`src/rtl/frogger_pkg.sv`:
```
// Shared types and keycode constants for the Frogger keyboard command path.
// Maps a single USB HID keycode to a discrete move command.
package frogger_pkg;

   typedef enum logic [2:0] {
      CMD_NONE  = 3'd0,
      CMD_UP    = 3'd1,
      CMD_DOWN  = 3'd2,
      CMD_LEFT  = 3'd3,
      CMD_RIGHT = 3'd4,
      CMD_PAUSE = 3'd5
   } cmd_t;

   localparam logic [7:0] KC_W     = 8'h1A;
   localparam logic [7:0] KC_A     = 8'h04;
   localparam logic [7:0] KC_S     = 8'h16;
   localparam logic [7:0] KC_D     = 8'h07;
   localparam logic [7:0] KC_UP    = 8'h52;
   localparam logic [7:0] KC_DOWN  = 8'h51;
   localparam logic [7:0] KC_LEFT  = 8'h50;
   localparam logic [7:0] KC_RIGHT = 8'h4F;
   localparam logic [7:0] KC_SPACE = 8'h2C;

   function automatic cmd_t decode_key(input logic [7:0] kc);
      cmd_t c;
      case (kc)
         KC_W, KC_UP:    c = CMD_UP;
         KC_S, KC_DOWN:  c = CMD_DOWN;
         KC_A, KC_LEFT:  c = CMD_LEFT;
         KC_D, KC_RIGHT: c = CMD_RIGHT;
         KC_SPACE:       c = CMD_PAUSE;
         default:        c = CMD_NONE;
      endcase
      return c;
   endfunction

endpackage

```
`src/rtl/frogger_key_cmd_queue_cmd_fifo.sv`:
```
// First-word-fall-through command FIFO; a push into a full FIFO is accepted
// only when a pop happens in the same cycle.
module cmd_fifo #(
   parameter int unsigned DEPTH = 4,
   parameter int unsigned WIDTH = 3
) (
   input  logic                     Clk,
   input  logic                     Reset,
   input  logic                     push,
   input  logic [WIDTH-1:0]         din,
   input  logic                     pop,
   output logic [WIDTH-1:0]         dout,
   output logic [$clog2(DEPTH):0]   count,
   output logic                     full,
   output logic                     empty
);

   localparam int unsigned AW = $clog2(DEPTH);

   logic [WIDTH-1:0] mem [DEPTH];
   logic [AW-1:0]    wr_ptr;
   logic [AW-1:0]    rd_ptr;
   logic [AW:0]      cnt;
   logic             do_push;
   logic             do_pop;

   assign empty   = (cnt == '0);
   assign full    = (cnt == (AW+1)'(DEPTH));
   assign do_pop  = pop & ~empty;
   assign do_push = push & (~full | do_pop);
   assign dout    = mem[rd_ptr];
   assign count   = cnt;

   always_ff @(posedge Clk) begin
      if (do_push) mem[wr_ptr] <= din;
   end

   always_ff @(posedge Clk) begin
      if (Reset) begin
         wr_ptr <= '0;
         rd_ptr <= '0;
         cnt    <= '0;
      end else begin
         if (do_push) wr_ptr <= wr_ptr + 1'b1;
         if (do_pop)  rd_ptr <= rd_ptr + 1'b1;
         case ({do_push, do_pop})
            2'b10:   cnt <= cnt + 1'b1;
            2'b01:   cnt <= cnt - 1'b1;
            default: cnt <= cnt;
         endcase
      end
   end

endmodule

```
`src/rtl/frogger_key_cmd_queue.sv`:
```
// Turns the per-frame USB keycode word into a queue of hop commands with
// press detection and auto-repeat while a key stays held.
module frogger_key_cmd_queue
   import frogger_pkg::*;
#(
   parameter int unsigned N_SLOTS      = 2,
   parameter int unsigned FIFO_DEPTH   = 4,
   parameter int unsigned REPEAT_DELAY = 20,
   parameter int unsigned REPEAT_RATE  = 6
) (
   input  logic                          Clk,
   input  logic                          Reset,
   input  logic                          frame_clk,
   input  logic [8*N_SLOTS-1:0]          keycode,
   input  logic                          cmd_ready,
   output logic                          cmd_valid,
   output logic [2:0]                    cmd_code,
   output logic [$clog2(FIFO_DEPTH):0]   fifo_count,
   output logic                          overflow,
   output logic [2:0]                    held_cmd
);

   localparam int unsigned CNT_MAX = (REPEAT_DELAY > REPEAT_RATE) ? REPEAT_DELAY : REPEAT_RATE;
   localparam int unsigned CW      = $clog2(CNT_MAX + 1);

   typedef enum logic [1:0] {
      ST_IDLE,
      ST_DELAY,
      ST_REPEAT,
      ST_LATCHED
   } state_t;

   logic          fsync1, fsync2, fprev, tick;
   cmd_t          dec;
   state_t        state, state_n;
   logic [CW-1:0] cnt, cnt_n;
   cmd_t          held, held_n;
   logic          push, new_press;
   logic          pop, full, empty;
   logic [2:0]    fifo_dout;

   // Flops preset high so a frame_clk already high at reset release is not an edge.
   always_ff @(posedge Clk) begin
      if (Reset) begin
         fsync1 <= 1'b1;
         fsync2 <= 1'b1;
         fprev  <= 1'b1;
         tick   <= 1'b0;
      end else begin
         fsync1 <= frame_clk;
         fsync2 <= fsync1;
         fprev  <= fsync2;
         tick   <= fsync2 & ~fprev;
      end
   end

   always_comb begin
      dec = CMD_NONE;
      for (int unsigned i = 0; i < N_SLOTS; i++) begin
         if (dec == CMD_NONE) dec = decode_key(keycode[8*i +: 8]);
      end
   end

   always_ff @(posedge Clk) begin
      if (Reset) begin
         state <= ST_IDLE;
         cnt   <= '0;
         held  <= CMD_NONE;
      end else begin
         state <= state_n;
         cnt   <= cnt_n;
         held  <= held_n;
      end
   end

   // A changed key in any held state restarts as a fresh press from IDLE.
   always_comb begin
      state_n   = state;
      cnt_n     = cnt;
      held_n    = held;
      push      = 1'b0;
      new_press = 1'b0;
      if (tick) begin
         held_n = dec;
         case (state)
            ST_IDLE: new_press = 1'b1;
            ST_DELAY, ST_REPEAT: begin
               if (dec == CMD_NONE) begin
                  state_n = ST_IDLE;
                  cnt_n   = '0;
               end else if (dec != held) begin
                  new_press = 1'b1;
               end else if (cnt == CW'(1)) begin
                  push    = 1'b1;
                  cnt_n   = CW'(REPEAT_RATE);
                  state_n = ST_REPEAT;
               end else begin
                  cnt_n = cnt - CW'(1);
               end
            end
            ST_LATCHED: begin
               if (dec == CMD_NONE) begin
                  state_n = ST_IDLE;
                  cnt_n   = '0;
               end else if (dec != CMD_PAUSE) begin
                  new_press = 1'b1;
               end
            end
            default: state_n = ST_IDLE;
         endcase
         if (new_press) begin
            case (dec)
               CMD_NONE: begin
                  state_n = ST_IDLE;
                  cnt_n   = '0;
               end
               CMD_PAUSE: begin
                  push    = 1'b1;
                  state_n = ST_LATCHED;
               end
               default: begin
                  push    = 1'b1;
                  cnt_n   = CW'(REPEAT_DELAY);
                  state_n = ST_DELAY;
               end
            endcase
         end
      end
   end

   assign cmd_valid = ~empty;
   assign pop       = cmd_valid & cmd_ready;
   assign cmd_code  = cmd_valid ? fifo_dout : '0;
   assign held_cmd  = held;

   cmd_fifo #(
      .DEPTH (FIFO_DEPTH),
      .WIDTH (3)
   ) u_fifo (
      .Clk   (Clk),
      .Reset (Reset),
      .push  (push),
      .din   (dec),
      .pop   (pop),
      .dout  (fifo_dout),
      .count (fifo_count),
      .full  (full),
      .empty (empty)
   );

   always_ff @(posedge Clk) begin
      if (Reset)                     overflow <= 1'b0;
      else if (push & full & ~pop)   overflow <= 1'b1;
   end

endmodule

```
`config.mk`:
```
export PLATFORM = sky130hd
export DESIGN_NAME = frogger_key_cmd_queue
export DESIGN_NICKNAME = d
export VERILOG_FILES = /design/src/rtl/frogger_pkg.sv /design/src/rtl/frogger_key_cmd_queue_cmd_fifo.sv /design/src/rtl/frogger_key_cmd_queue.sv
export SDC_FILE = /design/constraint.sdc
export NUM_CORES = 1
export LEC_CHECK = 0
export CAP_MARGIN = 20
export CORE_MARGIN = 5
export CORE_UTILIZATION = 45
export DETAILED_ROUTE_END_ITERATION = 12
export PLACE_DENSITY_LB_ADDON = 0.1
export SLEW_MARGIN = 0
export SYNTH_ARGS = -nofsm -noshare
export SYNTH_HDL_FRONTEND = slang
export SYNTH_HIERARCHICAL = 1
export SYNTH_SLANG_ARGS = --single-unit
export TNS_END_PERCENT = 20
```
`constraint.sdc`:
```
create_clock -name Clk -period 4.99 [get_ports Clk]
set_clock_uncertainty 0.05 [all_clocks]
set_input_delay 0.998 -clock Clk [delete_from_list [all_inputs] [get_ports Clk]]
set_output_delay 0.998 -clock Clk [all_outputs]
set_load 0.01 [all_outputs]
```
Word-level counts from Yosys, hierarchy flattened --
Memories as Yosys holds them, arrays and structs flattened. A register that Yosys moved wholly into a read port is not among the register bits. Index checks and enable logic that the tools add are counted.
Operators by class: divide/modulo/power cells 0, $add $sub $neg 5, muxes and demuxes 36, bitwise logic cells 11, equality and inequality tests 31, $mul 0, reduce and logical (&&, ||, !) cells 16, $lt $le $gt $ge 0, shift operators 0
Operators with widths (number):
- 8-bit by 7-bit == test with 1-bit output (second input constant) | 8
- 8-bit by 3-bit == test with 1-bit output (second input constant) | 4
- 8-bit by 5-bit == test with 1-bit output (second input constant) | 4
- 3-bit one-hot mux with 5 select lines | 2
- 5-bit 2-to-1 mux | 5
- 5-bit one-hot mux with 2 select lines | 2
- 2-bit OR reduction | 9
- 8-bit by 6-bit == test with 1-bit output (second input constant) | 2
- 1-bit 2-to-1 mux | 14
- 2-bit 2-to-1 mux | 7
- 3-bit logical NOT | 3
- 4-bit != test (second input constant) | 2
- 2-bit one-hot mux with 2 select lines | 2
- 1-bit AND | 6
- 2-bit == test (second input constant) | 3
- 3-bit == test (second input constant) | 2
- 3-bit 2-to-1 mux | 2
- 3-bit != test (second input constant) | 2
- 3-bit one-hot mux with 2 select lines | 1
- 5-bit by 1-bit == test with 1-bit output (second input constant) | 1
- 5-bit AND reduction | 1
- 5-bit by 1-bit subtractor with 5-bit output (second input constant) | 1
- 2-bit by 1-bit adder with 2-bit output (second input constant) | 2
- 2-bit by 1-bit == test with 1-bit output (second input constant) | 2
- 9 further kinds | 12
Storage, ports and cells: bits of input ports 20, bits in read-only memories 0, memories kept 1, RAM bits 12, word-level logic and storage cells 111, bits in latches 0, output and inout port bits 11, flip-flop bits (word level) 22
Memories:
- u_fifo.mem | depth 4, bits a word 3, rd ports 1, clocked after memory_dff 1, wr ports 1, RTL line frogger_key_cmd_queue_cmd_fifo.sv:20 | logic [WIDTH-1:0] mem [DEPTH];

Longest topological paths before layout --
depth after elaboration 15, gate-level depth with buffers 15, gate-level depth less buffers 15

Cells and area by module --
Netlist, hierarchy kept.
Modules (own cells, without submodules):
- frogger_key_cmd_queue | seq. area each 300.3 µm², cells each 178, instances 1, area each 1388.8 µm²
- cmd_fifo | seq. area each 540.5 µm², cells each 69, instances 1, area each 923.4 µm²

Worst setup path after synthesis --
Ideal clock, no wire load.
kind in2reg, start input port keycode[10], end register u_fifo.cnt[2] (netlist: u_fifo/count[2]), buffers on the path 0, data arrival time 4.457 ns, cell stages on the path 15, setup time 0.070 ns, slack 0.413 ns, required time 4.870 ns, path through or4b_1 nor4b_1 a21oi_1 o311ai_4 nand3_1 a21oi_1 a211oi_1 a21boi_2 inv_1 ha_1 inv_1 fa_1 xor2_1 or3_2 a21oi_1
Between the ends: cells in the longest elaborated chain, start to end 14
Ends and longest elaborated chain:
- from (decl) | RTL line frogger_key_cmd_queue.sv:14 | input logic [8*N_SLOTS-1:0] keycode,
- 8-bit by 3-bit == test with 1-bit output (tied with other cells) | RTL line frogger_pkg.sv:26 | case (kc)
- 2-bit OR reduction | RTL line frogger_pkg.sv:26
- 3-bit one-hot mux with 5 select lines * | RTL line frogger_pkg.sv:26
- 3-bit 2-to-1 mux * | RTL line frogger_key_cmd_queue.sv:60 | if (dec == CMD_NONE) dec = decode_key(keycode[8*i +: 8]);
- via dec[0] | RTL line frogger_key_cmd_queue.sv:34 | cmd_t dec;
- 3-bit != test, on equally long branches | RTL line frogger_key_cmd_queue.sv:105, frogger_key_cmd_queue.sv:91
- 1-bit 2-to-1 mux, on equally long branches | RTL line frogger_key_cmd_queue.sv:105, frogger_key_cmd_queue.sv:91
- 1-bit 2-to-1 mux, on equally long branches | RTL line frogger_key_cmd_queue.sv:102, frogger_key_cmd_queue.sv:88
- 1-bit one-hot mux with 3 select lines / 1-bit 2-to-1 mux (equally long branches) | RTL line frogger_key_cmd_queue.sv:85 | case (state)
- 1-bit 2-to-1 mux, on equally long branches | RTL line frogger_key_cmd_queue.sv:83, frogger_key_cmd_queue.sv:112
- 1-bit 2-to-1 mux * | RTL line frogger_key_cmd_queue.sv:111 | if (new_press) begin
- 1-bit 2-to-1 mux * | RTL line frogger_key_cmd_queue.sv:83 | if (tick) begin
- via push | RTL line frogger_key_cmd_queue.sv:38 | logic push, new_press;
- 1-bit AND * | RTL line frogger_key_cmd_queue_cmd_fifo.sv:30 | assign do_push = push & (~full | do_pop);
- 2-bit by 1-bit == test with 1-bit output / 2-bit == test (equally long branches) | RTL line frogger_key_cmd_queue_cmd_fifo.sv:46 | case ({do_push, do_pop})
- 3-bit one-hot mux with 2 select lines / 2-bit nonzero test (equally long branches)
- to (signal assigned) | RTL line frogger_key_cmd_queue_cmd_fifo.sv:47 | 2'b10: cnt <= cnt + 1'b1;
- to (signal assigned) | RTL line frogger_key_cmd_queue_cmd_fifo.sv:48 | 2'b01: cnt <= cnt - 1'b1;
- to (signal assigned) | RTL line frogger_key_cmd_queue_cmd_fifo.sv:49 | default: cnt <= cnt;
- to (decl) | RTL line frogger_key_cmd_queue_cmd_fifo.sv:23 | logic [AW:0] cnt;
Mark *: on every way through the listed nets, which the timed path passes. The rest lies on a longest branch. The select of a mux whose other input is x is not followed. A chain may end at the register's enable or synchronous reset.

Worst setup path after layout --
start input port keycode[3], end register u_fifo.cnt[2] (netlist: u_fifo/count[2])
Between the ends: cells in the longest elaborated chain, start to end 15
Ends and longest elaborated chain (RTL line):
- 8-bit by 3-bit == test with 1-bit output (tied with other cells) | frogger_pkg.sv:26
- 2-bit OR reduction | frogger_pkg.sv:26
- 3-bit one-hot mux with 5 select lines * | frogger_pkg.sv:26
- 3-bit logical NOT | frogger_key_cmd_queue.sv:60
- 3-bit 2-to-1 mux * | frogger_key_cmd_queue.sv:60
- 3-bit != test, on equally long branches | frogger_key_cmd_queue.sv:105, frogger_key_cmd_queue.sv:91
- 1-bit 2-to-1 mux, on equally long branches | frogger_key_cmd_queue.sv:105, frogger_key_cmd_queue.sv:91
- 1-bit 2-to-1 mux, on equally long branches | frogger_key_cmd_queue.sv:102, frogger_key_cmd_queue.sv:88
- 1-bit one-hot mux with 3 select lines / 1-bit 2-to-1 mux (equally long branches) | frogger_key_cmd_queue.sv:85
- 1-bit 2-to-1 mux, on equally long branches | frogger_key_cmd_queue.sv:83, frogger_key_cmd_queue.sv:112
- 1-bit 2-to-1 mux * | frogger_key_cmd_queue.sv:111
- 1-bit 2-to-1 mux * | frogger_key_cmd_queue.sv:83
- via push | frogger_key_cmd_queue.sv:38
- 1-bit AND * | frogger_key_cmd_queue_cmd_fifo.sv:30
- 2-bit by 1-bit == test with 1-bit output / 2-bit == test (equally long branches) | frogger_key_cmd_queue_cmd_fifo.sv:46
- 3-bit one-hot mux with 2 select lines / 2-bit nonzero test (equally long branches)
Marked as above.

==> flow_metrics.py <==
metrics = {
    "pwr": {
        "totalPowerFinal_mw": 0.5977,
        "combPwrFrac_pct": 10.6,
        "peakVddDrop_uv": 125.3,
        "leakagePower_nw": 1.038,
        "power-per-cell-area_nw_per_um2": 208.3,
        "power.switching_mw": 0.1343,
        "clockPowerShare_pct": 38.5,
        "internal_power_mw": 0.4634,
        "pwr-share-seq_pct": 50.9,
        "switching_share_pct": 22.48,
    },
    "synth": {
        "netlist_instances": 247,
        "synth-edff-count": 12,
        "async_reset_ff_share_pct": 0,
        "synthDistinctLibCells": 65,
        "yosysMostFrequentCell": "dfxtp_1",
        "syn_area_sq_um": 2312,
        "yosys_warnings": 6,
        "synth_fp_nets": 277,
        "synth_area_leader_cell": "dfxtp_1",
        "synth_top_area_share_pct": 20.78,
        "ys_ff_latch": 36,
        "ys_seq_area_share_pct": 36.36,
        "avgSynthCellArea_sq_um": 9.361,
        "synthTopCellsByArea": "dfxtp_1 21%, edfxtp_1 16%, ha_1 4.9%",
        "ys_top_cells_by_count": "24 x dfxtp_1, 22 x nor2_1, 21 x inv_1",
        "ys.flop_type": "dfxtp_1",
    },
    "clock_network": {
        "cts_root_buf": "clkbuf_8",
        "cts_tree": "built",
        "clkTransAtPathRegs_ns": 0.07,
        "clock_latency_ns": 0.28,
        "cts_buffers": 5,
        "cts_buffer_depth": 2,
        "clock-sinks": 36,
        "h-tree-depth": 2,
        "cts_resized": 0,
        "ctsHoldBuffers": 0,
        "post-cts-setup-buffers": 0,
    },
    "critical_path": {
        "r2r_cells": 14,
        "timing.rr.end": "u_fifo/count[2]$_SDFFE_PP0P_",
        "critPathRequiredTime_ns": 5.14,
        "r2r_setup_slack_ns": 1.73,
        "worst-path-max-fanout": 6,
        "path_class": "input port to flip-flop",
        "crit_path_end_kind": "flip-flop",
        "cp_data_arrival_time_ns": 4.76,
        "start_kind": "input port",
        "r2r-start": "held_cmd[1]$_SDFFE_PP0P_",
    },
    "sta": {
        "holdWs_ns": 0.3513,
        "period_needed_ns": 4.612,
        "slew_violations": 0,
        "tightest_slew_ns": 0.8342,
        "finalCritPeriodShare_pct": 92.43,
        "fmax_mhz": 216.8,
        "rsz0062_at_grt": "no",
        "final-setup-viol-count": 0,
        "hold_viol_final": 0,
        "max_slew_margin_pct": 44.21,
        "fin_tns_setup_ns": 0,
    },
    "floorplan": {
        "row_count": 26,
        "die_h_um": 81.68,
        "die_w_um": 81.68,
        "pin_count": 31,
        "fp.coreArea_sq_um": 5042,
        "die-area_sq_um": 6672,
        "start_util_pct": 45.86,
    },
    "hold_path": {
        "hold_class": "flip-flop to flip-flop",
        "hold_path_depth": 1,
        "worstHoldEndpoint": "tick$_SDFF_PP0_",
        "hp-start": "fprev$_SDFF_PP1_",
    },
    "global_route": {
        "overflow": 0,
        "first_global_vias": 1906,
        "track_usage_pct": 16.20,
        "antenna_found_initial": 0,
        "grt_max_degree": 25,
        "grt_pass1_wl_mm": 8.500,
    },
    "cells_and_area": {
        "syn2layout_area_growth_pct": 24.08,
        "nNetsFinal": 319,
        "antenna_cells": 0,
        "postLayoutCellArea_sq_um": 2869,
        "drive_gt1_share_pct": 14.14,
        "n_fill_cell": 464,
    },
    "run": {
        "cap_violations": 0,
    },
    "status": {
        "status": "finished clean",
    },
    "routing": {
        "postRouteAntennaNets": 0,
        "drc": 0,
        "wl_mm": 4.891,
        "firstDrtPassIters": 4,
        "dr_total_vias": 1975,
        "drt_iter0_markers": 75,
        "vias_per_cell": 5.486,
        "wl_per_cell_um": 13.59,
    },
    "placed_design": {
        "port_buffers": 30,
        "placed_area_sq_um": 2753,
        "gp_congestion": 0.8232,
        "dp_hpwl_mm": 3.706,
    },
}
[logic make-up (layout without fill, tap and decap cells)]
family                     Yosys count  after routing  synth area share (%)
xor gates and xnor gates             8              8                 3.030
AOI/OAI and AO/OA                   61             61                 19.97
DFF                                 36             36                 36.36
buffers and inverters               25             68                 4.058
muxes                                6              6                 4.437
and+or+nand+nor                    101            101                 26.41
adders and majority gates           10             10                 5.736
[state kept, by name, indices dropped and copies added (netlist names), named ones only]
signal	flops
state	2
fsync1	1
u_fifo/rd_ptr	2
held_cmd	3
fsync2	1
u_fifo/mem	12
cnt	5
tick	1
u_fifo/wr_ptr	2
overflow	1
u_fifo/count	3
fprev	1
[power groups by stage]
stage	combinational [mW]	sequential [mW]	clock, mW
final	0.0631	0.304	0.230
after global routing	0.0696	0.305	0.251
after CTS	0.0628	0.304	0.240
after detailed placement	0.0626	0.311	0
after global placement	0.0622	0.311	0
after floorplan	0.0301	0.311	0
[layout by cell type (no fill, tap or decap), types with 3 or more instances in the layout]
cell / n
clkdlybuf4s50_1: 30
dfxtp_1: 24
nor2_1: 22
inv_1: 21
edfxtp_1: 12
a21oi_1: 10
nor3_1: 9
o21ai_0: 9
nand2_1: 9
ha_1: 9
buf_4: 9
nand3_1: 7
nor2b_1: 7
o31ai_1: 7
xor2_1: 6
nand2b_1: 5
clkbuf_8: 5
a21o_1: 4
and2_2: 4
o32ai_1: 3
nand3b_1: 3
or3_1: 3
nor3b_1: 3
a211oi_1: 3
a211o_1: 3
or4_1: 3
or2_2: 3
mux4_2: 3
[through the flow]
step	setup slack, ns	instances	util, %
2_1_floorplan	0.4131	247	-
3_3_place_gp	0.1132	352	54.59
3_5_place_dp	0.1024	352	54.59
4_1_cts	0.3772	360	56.63
5_1_grt	0.07686	360	56.90
6_report	0.3778	360	56.90
[routing by layer]
layer / wire [um] / vias to the layer above / GRT usage, % / share of wire (%)
li1: - / 1008 / - / -
met1: 2282 / 931 / 21.51 / 47
met2: 2389 / 34 / 26.95 / 49
met3: 191 / 2 / 3.289 / 3.9
met4: 27 / 0 / 4.153 / 0.55
met5: 0 / - / 0 / 0
[how the worst max path moves through the flow]
stage                     cells after the start         from  slack (ns)                      endpoint
after floorplan                              15  keycode[10]        0.41  u_fifo/count[2]$_SDFFE_PP0P_
after global placement                       16   keycode[9]        0.11  u_fifo/count[2]$_SDFFE_PP0P_
after detailed placement                     16  keycode[13]        0.10  u_fifo/count[2]$_SDFFE_PP0P_
after CTS                                    16   keycode[9]        0.38  u_fifo/count[2]$_SDFFE_PP0P_
after global routing                         16  keycode[10]        0.08  u_fifo/count[2]$_SDFFE_PP0P_
final                                        16   keycode[3]        0.38  u_fifo/count[2]$_SDFFE_PP0P_
[worst max-delay path: stages]
cell             delay (ns)
clkdlybuf4s50_1        0.50
xor2_1                 0.25
nor4_2                 0.56
inv_1                  0.16
o211ai_1               0.23
nand3_1                0.16
a21oi_1                0.24
a211oi_1               0.13
a21boi_2               0.17
inv_1                  0.06
ha_1                   0.17
inv_1                  0.06
fa_1                   0.37
xor2_1                 0.15
or3_2                  0.40
a21oi_1                0.14
[layout make-up]
type,instances,area (sq um),area share [%]
Multi-Input combinational cell,186,1391,48.50
Tap cell,70,87.58,3.053
Inverter,21,78.83,2.747
Clock inverter,1,5.005,0.1744
Clock buffer,7,97.59,3.402
Sequential cell,36,840.8,29.31
Timing Repair Buffer,39,367.9,12.82
Power figures use the tool's default switching activity.
